`config.mk`:
```
export PLATFORM = sky130hd
export DESIGN_NAME = tick_counter_ctrl
export DESIGN_NICKNAME = d
export VERILOG_FILES = /design/src/rtl/tick_counter_ctrl.sv
export SDC_FILE = /design/constraint.sdc
export NUM_CORES = 1
export LEC_CHECK = 0
export ABC_AREA = 1
export BUFFER_PORTS_ARGS = -buffer_cell sky130_fd_sc_hd__clkbuf_2
export CAP_MARGIN = 40
export CORE_MARGIN = 2
export CORE_UTILIZATION = 25
export DETAILED_ROUTE_END_ITERATION = 12
export PLACE_DENSITY = 0.5
export SLEW_MARGIN = 15
export SYNTH_ARGS = -nofsm -noshare
export SYNTH_HDL_FRONTEND = slang
export SYNTH_SLANG_ARGS = --single-unit
```
`constraint.sdc`:
```
create_clock -name clk -period 2.58 [get_ports clk]
set_clock_uncertainty 0.1 [all_clocks]
set_input_delay 0.516 -clock clk [delete_from_list [all_inputs] [get_ports clk]]
set_output_delay 0.516 -clock clk [all_outputs]
set_load 0.005 [all_outputs]
```
`src/rtl/tick_counter_ctrl.sv`:
```
// Run-control sequencer for a tick-driven up/down counter: idle/run/pause/done phases, user commands.
// Latency 1 clk from command or tick to count/state/done; no backpressure, every command is acted on or dropped in-cycle.
module tick_counter_ctrl #(
  parameter int WIDTH         = 8,
  parameter int DEFAULT_LIMIT = 9
) (
  input  logic             clk,
  input  logic             rst_a,
  input  logic             tick,
  input  logic             start,
  input  logic             pause,
  input  logic             clear,
  input  logic             load,
  input  logic [WIDTH-1:0] load_val,
  input  logic             dir,
  input  logic             auto_reload,
  output logic [WIDTH-1:0] count,
  output logic [1:0]       state,
  output logic             busy,
  output logic             done
);

  typedef enum logic [1:0] {
    ST_IDLE  = 2'b00,
    ST_RUN   = 2'b01,
    ST_PAUSE = 2'b10,
    ST_DONE  = 2'b11
  } state_t;

  state_t           r_state;
  logic [WIDTH-1:0] r_count;
  logic [WIDTH-1:0] r_limit;
  logic             r_dir;
  logic             r_busy;
  logic             r_done;

  logic [WIDTH-1:0] w_start_new;
  logic [WIDTH-1:0] w_start_cur;
  logic [WIDTH-1:0] w_term;

  // Start value for a fresh run uses the incoming dir; reload and terminal use the latched one.
  assign w_start_new = dir   ? '0 : r_limit;
  assign w_start_cur = r_dir ? '0 : r_limit;
  assign w_term      = r_dir ? r_limit : '0;

  always_ff @(posedge clk or posedge rst_a) begin
    if (rst_a) begin
      r_state <= ST_IDLE;
      r_count <= '0;
      r_limit <= WIDTH'(DEFAULT_LIMIT);
      r_dir   <= 1'b1;
      r_busy  <= 1'b0;
      r_done  <= 1'b0;
    end else begin
      r_done <= 1'b0;
      if (clear) begin
        r_state <= ST_IDLE;
        r_count <= '0;
        r_busy  <= 1'b0;
      end else begin
        case (r_state)
          ST_IDLE, ST_DONE: begin
            if (pause) begin
              r_state <= r_state;
            end else if (start) begin
              r_dir   <= dir;
              r_count <= w_start_new;
              r_state <= ST_RUN;
              r_busy  <= 1'b1;
            end else if (load) begin
              r_limit <= load_val;
            end
          end
          ST_RUN: begin
            if (pause) begin
              r_state <= ST_PAUSE;
            end else if (tick) begin
              if (r_count == w_term) begin
                r_done <= 1'b1;
                if (auto_reload) begin
                  r_count <= w_start_cur;
                end else begin
                  r_state <= ST_DONE;
                  r_busy  <= 1'b0;
                end
              end else if (r_dir) begin
                r_count <= r_count + 1'b1;
              end else begin
                r_count <= r_count - 1'b1;
              end
            end
          end
          ST_PAUSE: begin
            if (start) begin
              r_state <= ST_RUN;
            end
          end
          default: r_state <= ST_IDLE;
        endcase
      end
    end
  end

  assign count = r_count;
  assign state = r_state;
  assign busy  = r_busy;
  assign done  = r_done;

endmodule

```
; ---- Yosys cells after proc, flatten, opt, wreduce, memory -nomap -nowiden
; Index checks and enable logic that the tools add are counted.
[word_totals]
ff_bits = 21
[classes]
addsub = 2
eq_ne = 14
muxes = 33
bitwise = 3
n_reduce_logical = 8
[op_table]
columns = operator, count
row1 = 8-bit 2-to-1 mux, 11
row2 = "3-bit != test, second input constant", 6
row3 = "4-bit != test, second input constant", 4
row4 = 8-bit case mux with 2 select lines, 1
row5 = 2-bit 2-to-1 mux, 7
row6 = 1-bit 2-to-1 mux, 12
row7 = "8-bit by 1-bit adder with 8-bit output, second input constant", 1
row8 = 8-bit == test, 1
row9 = 4-bit AND reduction, 2
row10 = "8-bit by 1-bit subtractor with 8-bit output, second input constant", 1
row11 = 7-bit AND reduction, 1
row12 = 2-bit case mux with 3 select lines, 1
row13 = 6-bit AND reduction, 1
row14 = 5-bit AND reduction, 1
row15 = "2-bit == test, second input constant", 2
row16 = 1-bit inverter, 3
row17 = 3-bit nonzero test, 1
row18 = "2-bit by 1-bit == test with 1-bit output, second input constant", 1
row19 = 2-bit zero test, 1
row20 = 1-bit case mux with 2 select lines, 1
row21 = 2-bit OR reduction, 1

; ---- Depth between registers and ports, before layout
; Gate-level depths: netlist of run 1.
[depth]
depth_word = 7
ltp_mapped = 15

; ---- Worst setup path after synthesis of run 1
; Ideal clock, no wire load.
[synth_path]
path_kind = flip-flop to flip-flop
start = reg r_dir
end = reg r_count[5] (netlist: count[5])
arrival_time_ns = 2.116
t_required_ns = 2.364
setup_slack_ns = 0.249
path_stages_with_launch = 14
path_cell_list = dfstp_2 buf_6 buf_12 clkinv_1 ha_1 nand3_1 nand2_1 nand3_1 nand3_1 nand2_1 nor2_1 nor2_2 nor2_1 nor2_1
[synth_between]
elab_chain_len = 7
[synth_lines]
columns = element, line
row1 = "start, declared", 33  ; logic r_dir;
row2 = "start signal, assigned", 66  ; r_dir <= dir;
row3 = 8-bit 2-to-1 mux (on tied branches), "44, 43"
row4 = 8-bit == test / 8-bit 2-to-1 mux (equally long branches), "78, 80"
row5 = 8-bit 2-to-1 mux, 78  ; if (r_count == w_term) begin
row6 = 8-bit 2-to-1 mux, 77  ; end else if (tick) begin
row7 = 8-bit 2-to-1 mux, 75  ; if (pause) begin
row8 = 8-bit case mux with 2 select lines, 61  ; case (r_state)
row9 = 8-bit 2-to-1 mux, 56  ; if (clear) begin
row10 = "end signal, assigned", 67  ; r_count <= w_start_new;
row11 = "end signal, assigned", 81  ; r_count <= w_start_cur;
row12 = "end signal, assigned", 87  ; r_count <= r_count + 1'b1;
row13 = "end, declared", 31  ; logic [WIDTH-1:0] r_count;
; Several ways; a longest one is shown, not always the timed one. The select of a mux whose other input is x is not followed.
; A chain may end at the register's enable or synchronous reset.

; ---- Final worst setup path of run 1
; Ends and elaborated chain as after synthesis.

==> qor.csv, run 1 <==
stage,metric,value,unit
clock_network,"Clk Latency, worst-skew pair",0.27,ns
power,worst IR drop on VDD,0.381,mV
clock_network,CTS Buffer Depth,2,
clock_network,PostCTS Resize Cnt,0,
synth,synth cell count leaders,"nand2_1 (84), nand3_1 (37), inv_1 (27)",
clock_network,postcts setup bufs,0,
grt,vias in the first global route,1596,
run,maxcap violations,0,
timing,unrepaired setup endpoints after global routing,no,
worst_setup_path,CP Max Fanout,10,
power,P_leak,1.08,nW
layout,layout cells sized above 1,23.0,%
place,post-detail-place hpwl,3470,µm
power,Clock power frac,9.0,%
layout,Total Nets Final,317,
min_path,Tightest Hold Check Type,in -> async,
place,pre-CTS setup slack,0.360,ns
worst_setup_path,worst-path cell chain,clkinv_1 > ha_1 > nand3_1 > nand2_1 > nand3_1 > nand3_1 > nand2_1 > nor2_1 > nor2_2 > nor2_1 > nor2_1,
power,power share of the combinational group,64.9,%
clock_network,CTS tree,done,
timing,final critical-path required period,2.21,ns
die,die height,88.5,µm
route,Routed Antenna Nets,0,
synth,mapped cell area,1790,µm²
layout,fill count,767,
route,vias post-DR,1681,
synth,post-synthesis cell type count,36,
die,die area,7840,µm²
layout,area of the multi-input gates,1070,µm²
synth,#FFs+latches synth,21,
power,switching share of power,51.1,%
place,Post-DP Area,2030,µm²
route,DR DRC count,0,
clock_network,Post-CTS Hold Fix Bufs,0,
power,Flop pwr share,26.2,%
layout,FF+latch area,529,µm²
clock_network,clk slew on worst S/H paths,0.08,ns
timing,Final Max Slew Viols,0,
clock_network,clock sink count,21,
die,die width,88.5,µm
synth,"Seq/Total Area, Yosys",29.6,%
die,initial core utilization,26.0,%
worst_setup_path,crit start category,flop,
synth,total number of yosys warnings,0,
timing,sum of negative setup slack,0,ns
synth,number of synthesized flops with an enable pin,0,
clock_network,H-tree depth,1,
layout,design area,2080,µm²
grt,antenna violations before repair,0,
timing,Final WS setup,0.369,ns
route,wire per inst,11.2,µm
timing,Fin. Hold Viols,0,
worst_setup_path,CP required,2.65,ns
synth,"Avg Cell Area, Syn",6.93,µm²
power,Total Power,2.55,mW
power,Pwr per Cell Area,1230,nW/µm²
synth,leading area contributor after synthesis,dfrtp_1,
power,Sw Pwr,1.31,mW
clock_network,Root Driver,clkbuf_8,
grt,first-pass GRT wire length,7600,µm
grt,gr ovfl total,0,
route,routed wire length,4350,µm
synth,Mapped Nets,283,
route,Initial DRC Count,78,
route,DRT Pass-1 Iters,4,
synth,synth top area cells,"dfrtp_1 (25%), nand2_1 (18%), nand3_1 (10%), inv_1 (5.7%), ha_1 (4.9%)",
worst_setup_path,"slowest stage delay, CP",0.54,ns
synth,share of synthesized registers carrying an async set or reset,100,%
timing,Hold WS,0.149,ns
worst_setup_path,CP max stage cell,dfstp_2,
timing,Rel. slew slack,73.7,%
die,Top Ports,29,
timing,Max Clk Rate,0.452,GHz
synth,share of the synthesized area in the top cell type,25.2,%
synth,"count leader, synth",nand2_1,
clock_network,cts bufs inserted,3,
worst_setup_path,worst setup path class,reg -> reg,
grt,largest net degree at the start of global routing,22,
power,P_int,1.25,mW
timing,final period utilization,85.7,%
die,Site Rows,30,
grt,GRT Util Overall,12.2,%
layout,P&R area growth vs syn,16.2,%
synth,Main synth FF type,dfrtp_1,
worst_setup_path,kind of end point of the critical path,flop,
timing,Worst-Margin Slew,0.392,ns
place,GP Congestion,0.806,
timing,final setup fails,0,
outcome,status,"finished, final reports clean",
synth,synthesized instance count,258,
worst_setup_path,CP arrival,2.28,ns
place,I/O Buffers,28,
layout,Antenna Cells,0,
route,DR vias/cell,4.34,
die,core footprint,6870,µm²
[layer usage]
layer / vias up / GRT usage [%] / share of wire, %
li1: 899 / - / -
met4: 0 / 3.31 / 1.4
met3: 4 / 1.59 / 2.6
met5: - / 0 / 0
met2: 23 / 19.3 / 43
met1: 755 / 17.5 / 53
[cell families (layout without fill, tap and decap cells)]
logic type / after synthesis / count (layout) / synth area share [%]
and+or+nand+nor: 165 / 165 / 43.6
buffers and inverters: 37 / 70 / 10.6
DFF: 21 / 21 / 29.6
AOI/OAI and AO/OA: 19 / 19 / 5.74
adders and majority gates: 8 / 8 / 6.02
xor gates and xnor gates: 4 / 4 / 1.96
muxes: 4 / 4 / 2.52
[power groups by stage]
| stage | Sequential [mW] | Combinational [mW] | Clock (mW) |
|---|---|---|---|
| floorplan | 0.633 | 1.37 | 0 |
| global placement | 0.676 | 1.67 | 0 |
| detailed placement | 0.678 | 1.67 | 0 |
| CTS | 0.672 | 1.68 | 0.241 |
| global route | 0.699 | 1.91 | 0.251 |
| finish | 0.668 | 1.66 | 0.230 |
[worst paths after layout]
kind / start / to / slack, ns / cells after the start
max in group asynchronous: rst_a / r_limit[3] / 1.95 / 3
hold / removal: rst_a / busy / 0.15 / 3
setup / recovery: r_dir / count[5] / 0.37 / 11
hold reg to reg: r_limit[0] / r_limit[0] / 0.40 / 2
setup reg to reg: r_dir / count[5] / 0.37 / 11
min in group clk: load_val[3] / r_limit[3] / 0.36 / 3
[state kept, by name (all words and copies together) (netlist names)]
signal / flops
busy: 1
count: 8
done: 1
r_dir: 1
r_limit: 8
state: 2
[layout make-up]
cell class / instances / area share [%]
Multi-Input combinational cell: 200 / 51.5
Inverter: 31 / 5.73
Clock buffer: 3 / 1.99
Sequential cell: 21 / 25.5
Timing Repair Buffer: 35 / 9.28
Clock inverter: 1 / 0.241
Tap cell: 96 / 5.79
[placed cells by master (no fill, tap or decap), types with 2 or more instances in the layout]
cell and count:
nand3_1 37, o21ai_1 2, nand3_2 3, inv_2 2, o21ai_0 4, buf_4 7, ha_1 7, a21oi_1 10
mux2_2 4, dfrtp_1 18, xnor2_1 3, inv_1 27, dfstp_2 3, clkbuf_2 28, nand4_1 4, clkbuf_8 3
nor2_2 8, nand2_1 84, nor2_1 21
[worst max-delay path: cells and delay by family, from the launching register on]
kind	cells	cell delay, ns
AND/OR/NAND/NOR	9	0.73
flip-flops	1	0.54
adder cells (fa/ha/maj)	1	0.48
buffers and inverters	1	0.26
[stage by stage]
step,util (%),instances
after floorplan,-,258
after global placement,29.5,383
after detailed placement,29.5,383
after CTS,30.2,387
after global routing,30.2,387
final,30.2,387
(Power assumes the default switching activity.)
==> run 2, diff against run 1 <==
--- a/config.mk
+++ b/config.mk
@@ -11,7 +11,8 @@
 export CORE_MARGIN = 2
 export CORE_UTILIZATION = 25
 export DETAILED_ROUTE_END_ITERATION = 12
-export PLACE_DENSITY = 0.5
+export MAX_ROUTING_LAYER = met4
+export PLACE_DENSITY = 0.51
 export SLEW_MARGIN = 15
 export SYNTH_ARGS = -nofsm -noshare
 export SYNTH_HDL_FRONTEND = slang
==> run 2 against run 1 <==
  * Register-to-register slack improved by 0.03 ns
  * Highest routed layer unchanged
  * Critical path depth up 1
  * Combinational power rose by 3%
  * Largest cell class unchanged
==> qor.csv, run 2 (synthesis gave the netlist of run 1 again) <==
stage,metric,value,unit
timing,Fin. Hold Viols,0,
layout,area of the multi-input gates,1070,µm²
worst_setup_path,worst-path cell chain,clkinv_1 > buf_4 > ha_1 > nand2_1 > inv_1 > nand4_1 > nand4_1 > nand2_1 > nor2_1 > nor2_1 > nor2_1 > nor2_2,
route,wire per inst,11.8,µm
die,core footprint,6870,µm²
grt,first-pass GRT wire length,7850,µm
timing,final critical-path required period,2.18,ns
layout,fill count,762,
timing,Final Max Slew Viols,0,
clock_network,clk slew on worst S/H paths,0.08,ns
layout,non-filler cells in the finished layout,388,
timing,sum of negative setup slack,0,ns
power,P_leak,1.09,nW
place,I/O Buffers,28,
clock_network,postcts setup bufs,0,
grt,largest net degree at the start of global routing,19,
layout,"most common cell after layout, fill and taps aside",nand2_1,
timing,Rel. slew slack,72.2,%
worst_setup_path,Top Family by Delay on Critical Path,simple AND/OR/NAND/NOR gates,
timing,final period utilization,84.5,%
worst_setup_path,CP dominant cell by count,nor2_1,
layout,layout cells sized above 1,22.9,%
die,die height,88.5,µm
clock_network,"Clk Latency, worst-skew pair",0.27,ns
grt,gr ovfl total,0,
die,die area,7840,µm²
worst_setup_path,"slowest stage delay, CP",0.54,ns
power,Total Power,2.61,mW
die,Top Ports,29,
place,Post-DP Area,2060,µm²
clock_network,CTS tree,done,
route,Initial DRC Count,161,
power,worst IR drop on VDD,0.335,mV
timing,Hold WS,0.104,ns
clock_network,Post-CTS Hold Fix Bufs,0,
clock_network,cts bufs inserted,3,
place,post-detail-place hpwl,3590,µm
worst_setup_path,kind of end point of the critical path,flop,
clock_network,Root Driver,clkbuf_8,
route,vias post-DR,1723,
place,cell count after placement,384,
worst_setup_path,worst setup path class,reg -> reg,
grt,antenna violations before repair,0,
worst_setup_path,CP required,2.65,ns
clock_network,CTS Buffer Depth,2,
timing,unrepaired setup endpoints after global routing,no,
clock_network,clock sink count,21,
grt,GRT Util Overall,13.1,%
layout,FF+latch area,529,µm²
layout,most frequent cells in the layout,"nand2_1 (84), nand3_1 (37), clkbuf_2 (28)",
route,Routed Antenna Nets,0,
worst_setup_path,crit start category,flop,
die,initial core utilization,26.0,%
route,DR vias/cell,4.44,
worst_setup_path,WP buf/inv,3,
route,DR DRC count,0,
route,routed wire length,4590,µm
worst_setup_path,CP arrival,2.25,ns
run,maxcap violations,0,
power,Pwr per Cell Area,1240,nW/µm²
outcome,status,"finished, final reports clean",
route,DRT Pass-1 Iters,4,
layout,design area,2100,µm²
min_path,Tightest Hold Check Type,in -> async,
layout,P&R area growth vs syn,17.6,%
timing,Worst-Margin Slew,0.417,ns
timing,Max Clk Rate,0.458,GHz
layout,Antenna Cells,0,
die,Site Rows,30,
worst_setup_path,CP Max Fanout,8,
place,GP Congestion,0.844,
grt,vias in the first global route,1653,
clock_network,PostCTS Resize Cnt,0,
clock_network,H-tree depth,1,
die,die width,88.5,µm
layout,Total Nets Final,318,
timing,final setup fails,0,
worst_setup_path,CP max stage cell,dfstp_2,
[run 2: cell count changes in the layout (fill, tap and decap cells not counted), sizes merged]
| cell | delta |
|---|---|
| buf | +1 |
| clkbuf | +1 |
| clkinv | -1 |
[run 2: per-layer routing]
layer	up-vias	part of all wire, %	GRT usage [%]
met2	40	45	20.1
li1	906	-	-
met4	0	1.3	4.41
met5	-	0	-
met3	5	3.6	1.68
met1	772	50	17.7
[run 2: report_power, final]
part	internal, mW	switching, mW	leakage [nW]	total (mW)
clock	0.110	0.120	0.0228	0.231
combinational	0.664	1.04	0.808	1.71
sequential	0.491	0.179	0.257	0.670
total	1.27	1.34	1.09	2.61
[run 2: stage by stage]
step | utilization, % | setup slack [ns]
2_1_floorplan | - | 0.249
3_3_place_gp | 29.5 | 0.407
3_5_place_dp | 29.9 | 0.399
4_1_cts | 30.6 | 0.395
5_1_grt | 30.6 | 0.180
6_report | 30.6 | 0.399
[run 2: final timing paths]
check / start / end / slack (ns) / cells past startpoint
setup reg to reg: r_dir / count[6] / 0.40 / 12
setup / recovery: r_dir / count[6] / 0.40 / 12
min in group clk: load_val[3] / r_limit[3] / 0.35 / 3
hold reg to reg: r_limit[0] / r_limit[0] / 0.41 / 2
hold / removal: rst_a / state[0] / 0.10 / 2
max in group asynchronous: rst_a / r_limit[3] / 1.77 / 3
[run 2: layout make-up]
cell class	instances	area share, %
timing repair buffer	36	10.5
clock buffer	4	2.14
tap	96	5.71
inverter	31	5.65
sequential	21	25.2
multi-input combinational	200	50.8
[run 2: worst register-to-register path: cells and delay by family (launching register included)]
kind                     cells  cell delay, ns
AND/OR/NAND/NOR              8            0.67
flip-flops                   1            0.54
buffers and inverters        3            0.40
adder cells (fa/ha/maj)      1            0.36
